[config.mk]
export PLATFORM = sky130hd
export DESIGN_NAME = axis_keep_one_in_n_pkt
export DESIGN_NICKNAME = d
export VERILOG_FILES = /design/src/rtl/keep_one_in_n_pkg.sv /design/src/rtl/keep_one_in_n_cfg.sv /design/src/rtl/axis_keep_one_in_n_pkt.sv
export SDC_FILE = /design/constraint.sdc
export NUM_CORES = 1
export LEC_CHECK = 0
export CELL_PAD_IN_SITES_DETAIL_PLACEMENT = 0
export CELL_PAD_IN_SITES_GLOBAL_PLACEMENT = 1
export CORE_ASPECT_RATIO = 0.7
export CORE_MARGIN = 1
export CORE_UTILIZATION = 40
export CTS_CLUSTER_DIAMETER = 50
export CTS_CLUSTER_SIZE = 20
export DETAILED_ROUTE_END_ITERATION = 10
export GPL_TIMING_DRIVEN = 1
export PLACE_DENSITY = 0.89
export SYNTH_ARGS = -nofsm -noshare
export SYNTH_HDL_FRONTEND = slang
export SYNTH_HIERARCHICAL = 1
export SYNTH_SLANG_ARGS = --single-unit
[constraint.sdc]
create_clock -name clk -period 3.1 [get_ports clk]
set_input_delay 0.465 -clock clk [delete_from_list [all_inputs] [get_ports clk]]
set_output_delay 0.465 -clock clk [all_outputs]
set_load 0.01 [all_outputs]
[src/rtl/keep_one_in_n_pkg.sv]
// Shared constants for the keep-one-in-N packet decimator.
// Settings offsets, CTRL bit positions, reset defaults, counter width.
package keep_one_in_n_pkg;
   localparam int CNT_W = 16;

   localparam logic [7:0] SR_N_DEF    = 8'd131;
   localparam logic [7:0] SR_SPP_DEF  = 8'd132;
   localparam logic [7:0] SR_CTRL_DEF = 8'd133;

   localparam int CTRL_RESYNC_BIT = 0;
   localparam int CTRL_CLR_BIT    = 31;

   localparam logic [CNT_W-1:0] N_RST   = 16'd1;
   localparam logic [CNT_W-1:0] SPP_RST = 16'd256;

   // zero is not a usable factor/length; map it to one
   function automatic logic [CNT_W-1:0] nz(
      input logic [CNT_W-1:0] v
   );
      return (v == '0) ? 16'd1 : v;
   endfunction
endpackage

[src/rtl/keep_one_in_n_cfg.sv]
// Pending/active config registers for the keep-one-in-N decimator.
// Ports: settings bus in, commit strobe in, active n/spp/resync out.
module keep_one_in_n_cfg
   import keep_one_in_n_pkg::*;
#(
   parameter logic [7:0] SR_N    = SR_N_DEF,
   parameter logic [7:0] SR_SPP  = SR_SPP_DEF,
   parameter logic [7:0] SR_CTRL = SR_CTRL_DEF
) (
   input  logic             clk,
   input  logic             rst_n,
   input  logic             set_stb,
   input  logic [7:0]       set_addr,
   input  logic [31:0]      set_data,
   input  logic             commit,
   output logic [CNT_W-1:0] n,
   output logic [CNT_W-1:0] spp,
   output logic             resync
);
   logic [CNT_W-1:0] n_pend;
   logic [CNT_W-1:0] spp_pend;
   logic             resync_pend;

   logic unused_data_bits;
   assign unused_data_bits = ^set_data[31:16];

   always_ff @(posedge clk or negedge rst_n) begin
      if (!rst_n) begin
         n_pend      <= N_RST;
         spp_pend    <= SPP_RST;
         resync_pend <= 1'b0;
      end else if (set_stb) begin
         if (set_addr == SR_N)
            n_pend <= nz(set_data[CNT_W-1:0]);
         if (set_addr == SR_SPP)
            spp_pend <= nz(set_data[CNT_W-1:0]);
         if (set_addr == SR_CTRL)
            resync_pend <= set_data[CTRL_RESYNC_BIT];
      end
   end

   // Active copy only on an idle output-packet boundary
   always_ff @(posedge clk or negedge rst_n) begin
      if (!rst_n) begin
         n      <= N_RST;
         spp    <= SPP_RST;
         resync <= 1'b0;
      end else if (commit) begin
         n      <= n_pend;
         spp    <= spp_pend;
         resync <= resync_pend;
      end
   end
endmodule

[src/rtl/axis_keep_one_in_n_pkt.sv]
// Keeps one sample in every N and repacketizes into SPP-beat packets.
// Ports: clk/rst_n, settings bus, AXIS in (i_*), AXIS out (o_*),
// drop_count (live only with KEEP_ONE_IN_N_DROP_STATS_EN defined).
module axis_keep_one_in_n_pkt
   import keep_one_in_n_pkg::*;
#(
   parameter logic [7:0] SR_N    = SR_N_DEF,
   parameter logic [7:0] SR_SPP  = SR_SPP_DEF,
   parameter logic [7:0] SR_CTRL = SR_CTRL_DEF,
   parameter int         WIDTH   = 32
) (
   input  logic             clk,
   input  logic             rst_n,
   input  logic             set_stb,
   input  logic [7:0]       set_addr,
   input  logic [31:0]      set_data,
   input  logic [WIDTH-1:0] i_tdata,
   input  logic             i_tlast,
   input  logic             i_tvalid,
   output logic             i_tready,
   output logic [WIDTH-1:0] o_tdata,
   output logic             o_tlast,
   output logic             o_tvalid,
   input  logic             o_tready,
   output logic [31:0]      drop_count
);
   logic [CNT_W-1:0] n;
   logic [CNT_W-1:0] spp;
   logic             resync;
   logic [CNT_W-1:0] phase;
   logic [CNT_W-1:0] phase_nxt;
   logic [CNT_W-1:0] out_cnt;
   logic             accept;
   logic             keep;
   logic             drop;
   logic             out_last;
   logic             commit;

   assign i_tready = !o_tvalid || o_tready;
   assign accept   = i_tvalid && i_tready;
   assign keep     = accept && (phase == '0);
   assign drop     = accept && (phase != '0);
   assign out_last = (out_cnt == spp - 16'd1);
   assign commit   = (phase == '0) && (out_cnt == '0) && !accept;

   keep_one_in_n_cfg #(
      .SR_N    (SR_N),
      .SR_SPP  (SR_SPP),
      .SR_CTRL (SR_CTRL)
   ) u_cfg (
      .clk      (clk),
      .rst_n    (rst_n),
      .set_stb  (set_stb),
      .set_addr (set_addr),
      .set_data (set_data),
      .commit   (commit),
      .n        (n),
      .spp      (spp),
      .resync   (resync)
   );

   // Resync on input tlast lands after the keep/drop decision
   always_comb begin
      phase_nxt = phase;
      if (accept) begin
         if (resync && i_tlast)
            phase_nxt = '0;
         else if (phase == n - 16'd1)
            phase_nxt = '0;
         else
            phase_nxt = phase + 16'd1;
      end
   end

   always_ff @(posedge clk or negedge rst_n) begin
      if (!rst_n) begin
         phase   <= '0;
         out_cnt <= '0;
      end else begin
         phase <= phase_nxt;
         if (keep)
            out_cnt <= out_last ? '0 : out_cnt + 16'd1;
      end
   end

   always_ff @(posedge clk or negedge rst_n) begin
      if (!rst_n) begin
         o_tvalid <= 1'b0;
         o_tlast  <= 1'b0;
         o_tdata  <= '0;
      end else if (keep) begin
         o_tvalid <= 1'b1;
         o_tlast  <= out_last;
         o_tdata  <= i_tdata;
      end else if (o_tready) begin
         o_tvalid <= 1'b0;
      end
   end

`ifdef KEEP_ONE_IN_N_DROP_STATS_EN
   logic        drop_clr;
   logic [31:0] drop_q;

   assign drop_clr = set_stb && (set_addr == SR_CTRL)
                     && set_data[CTRL_CLR_BIT];

   always_ff @(posedge clk or negedge rst_n) begin
      if (!rst_n)
         drop_q <= '0;
      else if (drop_clr)
         drop_q <= '0;
      else if (drop && (drop_q != 32'hFFFF_FFFF))
         drop_q <= drop_q + 32'd1;
   end

   assign drop_count = drop_q;
`else
   logic unused_drop;
   assign unused_drop = drop;
   assign drop_count  = '0;
`endif
endmodule

# == Word level (Yosys, flattened, before mapping) ==
# Index checks and enable logic that the tools add are counted.
# word_totals
input_bits,78
wordCells,41
out_inout_bits,67
register_bits,132
# classes
n_reduce_logical,15
addsub,4
muxes,6
n_eq_ne,5
# ops
op,n
$mux W16,4
$logic_not A16 Y1,3
$add A16 B1 Y16 const B,2
$eq A16 B16 Y1,2
$sub A16 B1 Y16 const B,2
$eq A8 B8 Y1 const B,3
$reduce_and A2 Y1,3
$logic_and A1 B1 Y1,5
$logic_not A1 Y1,2
$mux W1,2
$reduce_bool A2 Y1,1
$logic_or A1 B1 Y1,1

# == Logic depth before layout (Yosys ltp) ==
# Gate-level depths: netlist (run 1).
# depth
depth_word,5
mapped_depth,11
ltp_nobuf,10

# == By module ==
# The synthesis (run 1) kept the hierarchy.
# modules_own_cells
module,seq_area_each_um2,instances,cells_each,area_per_inst_um2
axis_keep_one_in_n_pkt,1651.6,1,541,4389.2
keep_one_in_n_cfg,1656.6,1,153,2586.2

# == Worst setup path before layout (run 1) ==
# OpenSTA, ideal clock, no wires.
# synth_path
kind,register to register
startpoint,register u_cfg.spp[7]
endpoint,register out_cnt[2]
stages_incl_launch_ff,9
setup_time_ps,126
n_path_buf,0
t_arrival_ps,2633
path_slack_ps,341
period_less_slack_ps,2759
required_time_ps,2974
path_cell_list,dfrtp_1 > or4_1 > or3_1 > or3_1 > xnor2_1 > nor4b_1 > and4_1 > nand3b_1 > o21ai_0
# synth_via
elab_chain_len,3
# synth_rtl
element,line_no,rtl
start: declaration,keep_one_in_n_cfg.sv:17,"output logic [CNT_W-1:0] spp,"
start signal: assignment,keep_one_in_n_cfg.sv:50,spp <= spp_pend;
$sub A16 B1 Y16,axis_keep_one_in_n_pkt.sv:43,assign out_last = (out_cnt == spp - 16'd1);
$eq A16 B16 Y1,axis_keep_one_in_n_pkt.sv:43,
$mux W16,axis_keep_one_in_n_pkt.sv:82,out_cnt <= out_last ? '0 : out_cnt + 16'd1;
end signal: assignment,axis_keep_one_in_n_pkt.sv:82,
end: declaration,axis_keep_one_in_n_pkt.sv:32,logic [CNT_W-1:0] out_cnt;
# Every way passes these cells.
# A chain may end at the register's enable or synchronous reset.

# == Final worst setup path (run 1) ==
# layout_path
startpoint,register u_cfg.n[1]
endpoint,register phase[8]
# layout_via
elab_chain_len,4
# layout_rtl
element,line_no,rtl
start: declaration,keep_one_in_n_cfg.sv:16,"output logic [CNT_W-1:0] n,"
start signal: assignment,keep_one_in_n_cfg.sv:49,n <= n_pend;
$sub A16 B1 Y16,axis_keep_one_in_n_pkt.sv:68,else if (phase == n - 16'd1)
$eq A16 B16 Y1,axis_keep_one_in_n_pkt.sv:68,
$mux W16,axis_keep_one_in_n_pkt.sv:68,
$mux W16,axis_keep_one_in_n_pkt.sv:66,if (resync && i_tlast)
end signal: assignment,axis_keep_one_in_n_pkt.sv:80,phase <= phase_nxt;
end: declaration,axis_keep_one_in_n_pkt.sv:30,logic [CNT_W-1:0] phase;
# Every way passes these cells.

==> metrics.md, run 1 <==
| Metric | Value |
|---|---|
| R2R Path Start | `u_cfg/n[1]$_DFFE_PN0P_` |
| VDD IR max | `0.000315 V` |
| Worst-case headroom to the max-slew limit | `about 58%` |
| Number of enable flip-flop cells after synthesis | `0` |
| Cells on worst reg2reg path | `9` |
| Largest family of logic cells by synthesized area | `simple AND/OR/NAND/NOR gates` |
| Count of input and output buffers | `96` |
| Sequential element share of the synthesized area | `47.4%` |
| Sequential cell area | `3310 µm²` |
| Total routing usage reported by global routing | `slightly below 20%` |
| Worst hold-check slack | `between 0.04 and 0.05 ns` |
| Portion of netlist area occupied by mux cells | `between 10% and 20%` |
| Synth Area in Adders | `1.08%` |
| Endpoint of the most critical register-to-register path | `phase[8]$_DFFE_PN0P_` |
| Crit-path cells | `inv_1 > ha_1 > or4b_4 > or4_1 > a311oi_1 > a41oi_1 > o31a_1 > and3_1 > a221o_1` |
| 1st-iter DRT viols | `405` |
| Element type at the critical path start | `register` |
| Clock tree from TritonCTS | `done` |
| Wire per inst | `15.7 µm` |
| Top cell family by delay on the critical path | `simple AND/OR/NAND/NOR gates` |
| Unrepaired setup endpoints after global routing | `true` |
| Synth top area cells | `dfrtp_1 (46%), mux2_2 (9.2%), nand2_1 (6.7%)` |
| Highest achievable clock rate | `0.338 GHz` |
| Endpoints failing setup | `0` |
| Area of the die | `18,000 µm²` |
| Filler instances | `1,499` |
| DRC Markers | `0` |
| Row count | `39` |
| Layout cells sized above 1 | `approximately 18%` |
| Clock root buffer | `clkbuf_16` |
| Arrival @ worst endpoint | `3.26 ns` |
| Power per cell area | `562 nW/µm²` |
| Setup Crit Path Kind | `register to register` |
| Synthesized-area fraction occupied by ao, oa, aoi and oai cells | `5.83%` |
| Hold Vio Cnt, Final | `0` |
| Clk_skew | `0.00750 ns` |
| Detailed-routing iteration count for the pre-antenna-repair pass | `5` |
| Hpwl dp | `11.4 mm` |
| Cell Area, Placed | `8230 µm²` |
| Post-detailed-routing wire length | `between 15 and 20 mm` |
| Via-per-instance ratio | `5.18` |
| Post-layout min period | `between 2 and 3 ns` |
| Simple-Gate Fraction of Synth Area | `around 20%` |
| Worst-path clk slew | `0.06 ns` |
| Largest stage delay on the critical path | `0.54 ns` |
| # Max-Cap Violations | `0` |
| Count of nets left with antenna violations after detail routing | `0` |
| Worst Path Required | `3.41 ns` |
| Insertion delay to the later sink of the worst-skew pair | `0.43 ns` |
| Reported leakage power | `4.18 nW` |
| Area share of xor/xnor cells in the synthesized design | `6.85%` |
| Status | `complete, no violations` |
| Via count | `about 5,400` |
| Critical path capture point type | `register` |
| Area of all placed cells without fillers | `about 9000 µm²` |
| Via count of the first global-routing pass | `5,216` |
| Synthesized instance count | `694` |
| Synth top area share | `45.9%` |
| Final global-route overflow total | `0` |
| DIE WIDTH | `160 µm` |
| Type of the worst min-delay path | `input pin to asynchronous set/reset pin` |
| Yosys Warn Count | `6` |
| Clock net sink count | `between 100 and 150` |
| Share of flip-flops with an asynchronous set or reset after synthesis | `100%` |
| Routability congestion estimate from global placement | `0.894` |
| Cell with the largest stage delay on the worst path | `or4b_4` |
| Most used flip-flop cell after synthesis | `dfrtp_1` |
| Number of primary I/O pins | `145` |
| Area of the core | `16,700 µm²` |
| Highest fanout seen on the critical path | `7` |
| Final-stage net count | `896` |
| Worst path bufs/invs | `1` |
| H-tree Lvls | `4` |
| Synthesized area per cell | `10.1 µm²` |
| Post-CTS Hold Buffers | `0` |
| Number of buffers created by CTS | `17` |
| Initial antenna violation count | `0` |
| Worst-Margin Slew | `about 0.64 ns` |
| Area of the multi-input gates | `3360 µm²` |
| Vertical extent of the die | `112 µm` |
| Cell Area, Synth | `around 7000 µm²` |
| Crit share post-route | `95.4%` |
| First-pass GRT wire length | `around 27 mm` |
| Maximum clock path buffer count | `2` |
| Synth unique cells | `62` |
| Pin count of the biggest net entering global routing | `about 70` |
| Number of synthesized register bits | `about 130` |
| Max Slew Vio Count | `0` |
| Cell taking the most area after synthesis | `dfrtp_1` |
| Initial core utilization | `41.8%` |
| Area growth, synth to finish | `27.9%` |
| Total inserted antenna cells | `0` |
| Worst-case register-to-register setup slack | `0.14 ns` |
## cell usage after synthesis (all sizes together) (4+ instances only)
cell and n:
a21oi 8, o21ai 25, dfrtp 128, nand2b 4
nor3 19, inv 19, nand3b 4, nand4 16
nand3 23, nand2 125, nor2b 4, clkbuf 23
nor2 36, dfstp 4, buf 38, or4 6
or3 7, nor4b 4, mux2 66, and3 12
nor4 19, xnor2 29, ha 6, mux2i 4
xor2 23
## per-layer routing
metal  track usage [%]  vias to the layer above  wire length (µm)
met5                 0                        -                 0
met3              7.91                       15              1520
li1                  -                     2606                 -
met4              5.40                        0               164
met2              26.3                      209              6600
met1              28.9                     2608              8170
## state kept, by name, indices dropped and copies added (netlist names)
signal	cells
o_tdata	32
out_cnt	16
phase	16
u_cfg/n	16
u_cfg/n_pend	16
u_cfg/spp	16
u_cfg/spp_pend	16
o_tlast	1
o_tvalid	1
u_cfg/resync	1
u_cfg/resync_pend	1
## logic make-up after synthesis
| family | after synthesis |
|---|---|
| compound gates | 62 |
| xor+xnor | 53 |
| fa+ha+maj | 6 |
| buf+inv | 80 |
| flops | 132 |
| mux | 70 |
| other cells | 1 |
| simple gates | 290 |
## area by class of cell
cell class / count / share of cell area, %
Clock buffer: 18 / 4.92
Timing Repair Buffer: 129 / 13.8
Tap cell: 225 / 3.16
Multi-Input combinational cell: 513 / 37.7
Clock inverter: 14 / 2.52
Inverter: 19 / 0.800
Sequential cell: 132 / 37.1
## how the worst max path moves through the flow
stage,from,endpoint,slack [ns],depth (start not counted)
floorplan,u_cfg/spp[7]$_DFFE_PN0P_,out_cnt[2]$_DFFE_PN0P_,0.34,8
global placement,u_cfg/spp[1]$_DFFE_PN0P_,out_cnt[2]$_DFFE_PN0P_,0.14,8
detailed placement,u_cfg/spp[1]$_DFFE_PN0P_,out_cnt[2]$_DFFE_PN0P_,0.10,8
CTS,u_cfg/spp[1]$_DFFE_PN0P_,out_cnt[2]$_DFFE_PN0P_,0.08,8
global route,u_cfg/n[0]$_DFFE_PN1P_,phase[5]$_DFFE_PN0P_,-0.006,12
finish,u_cfg/n[1]$_DFFE_PN0P_,phase[8]$_DFFE_PN0P_,0.14,9
## what timing repair did
item | CTS | global route
setup buffers | 0 | 1
resized for setup | 0 | 6
setup endpoints to repair | 0 | 24
## report_power, final
group	internal [W]	switching (W)
registers	0.00187	0.000136
logic	0.000379	0.000370
clock network	0.00146	0.000801
## layout by cell type, fill, tap and decap left out, drive strengths merged, types with 3 or more instances in the layout
master / n
clkdlybuf4s50: 95
nand4b: 3
dfrtp: 128
nand2b: 4
nand3: 23
nor3: 19
nand2: 125
clkbuf: 18
clkinvlp: 3
xor2: 23
or3: 7
or4: 6
dfstp: 4
a21oi: 8
a21o: 3
nand3b: 4
nor4: 19
nor4b: 4
ha: 6
xnor2: 29
conb: 32
nor2b: 4
buf: 34
o21ai: 25
inv: 21
and3: 12
clkinv: 4
nor2: 36
mux2i: 4
mux2: 66
bufinv: 5
nand4: 16
## metrics by stage
step                      total power (W)  util, %  TNS [ns]  std cells  setup WS (ns)
after floorplan                   0.00240        -         0        725          0.341
after global placement            0.00276     49.3         0       1017          0.142
after detailed placement          0.00276     49.3         0       1017          0.104
after CTS                         0.00505     53.3         0       1049         0.0826
after global routing              0.00524     53.4  -0.00580       1050       -0.00580
final                             0.00501     53.4         0       1050          0.144
(Power assumes the default switching activity.)
==> run 2: changes to the inputs <==
==> constraint.sdc (replaced) <==
create_clock -name clk -period 3.1 [get_ports clk]
set_input_delay 0.465 -clock clk [delete_from_list [all_inputs] [get_ports clk]]
set_output_delay 0.465 -clock clk [all_outputs]
set_load 0.02 [all_outputs]
==> results of run 2 <==
The final DEF is identical to that of run 1. Status: complete, no violations.
Among the figures that moved: total power 0.00501 W -> 0.00509 W
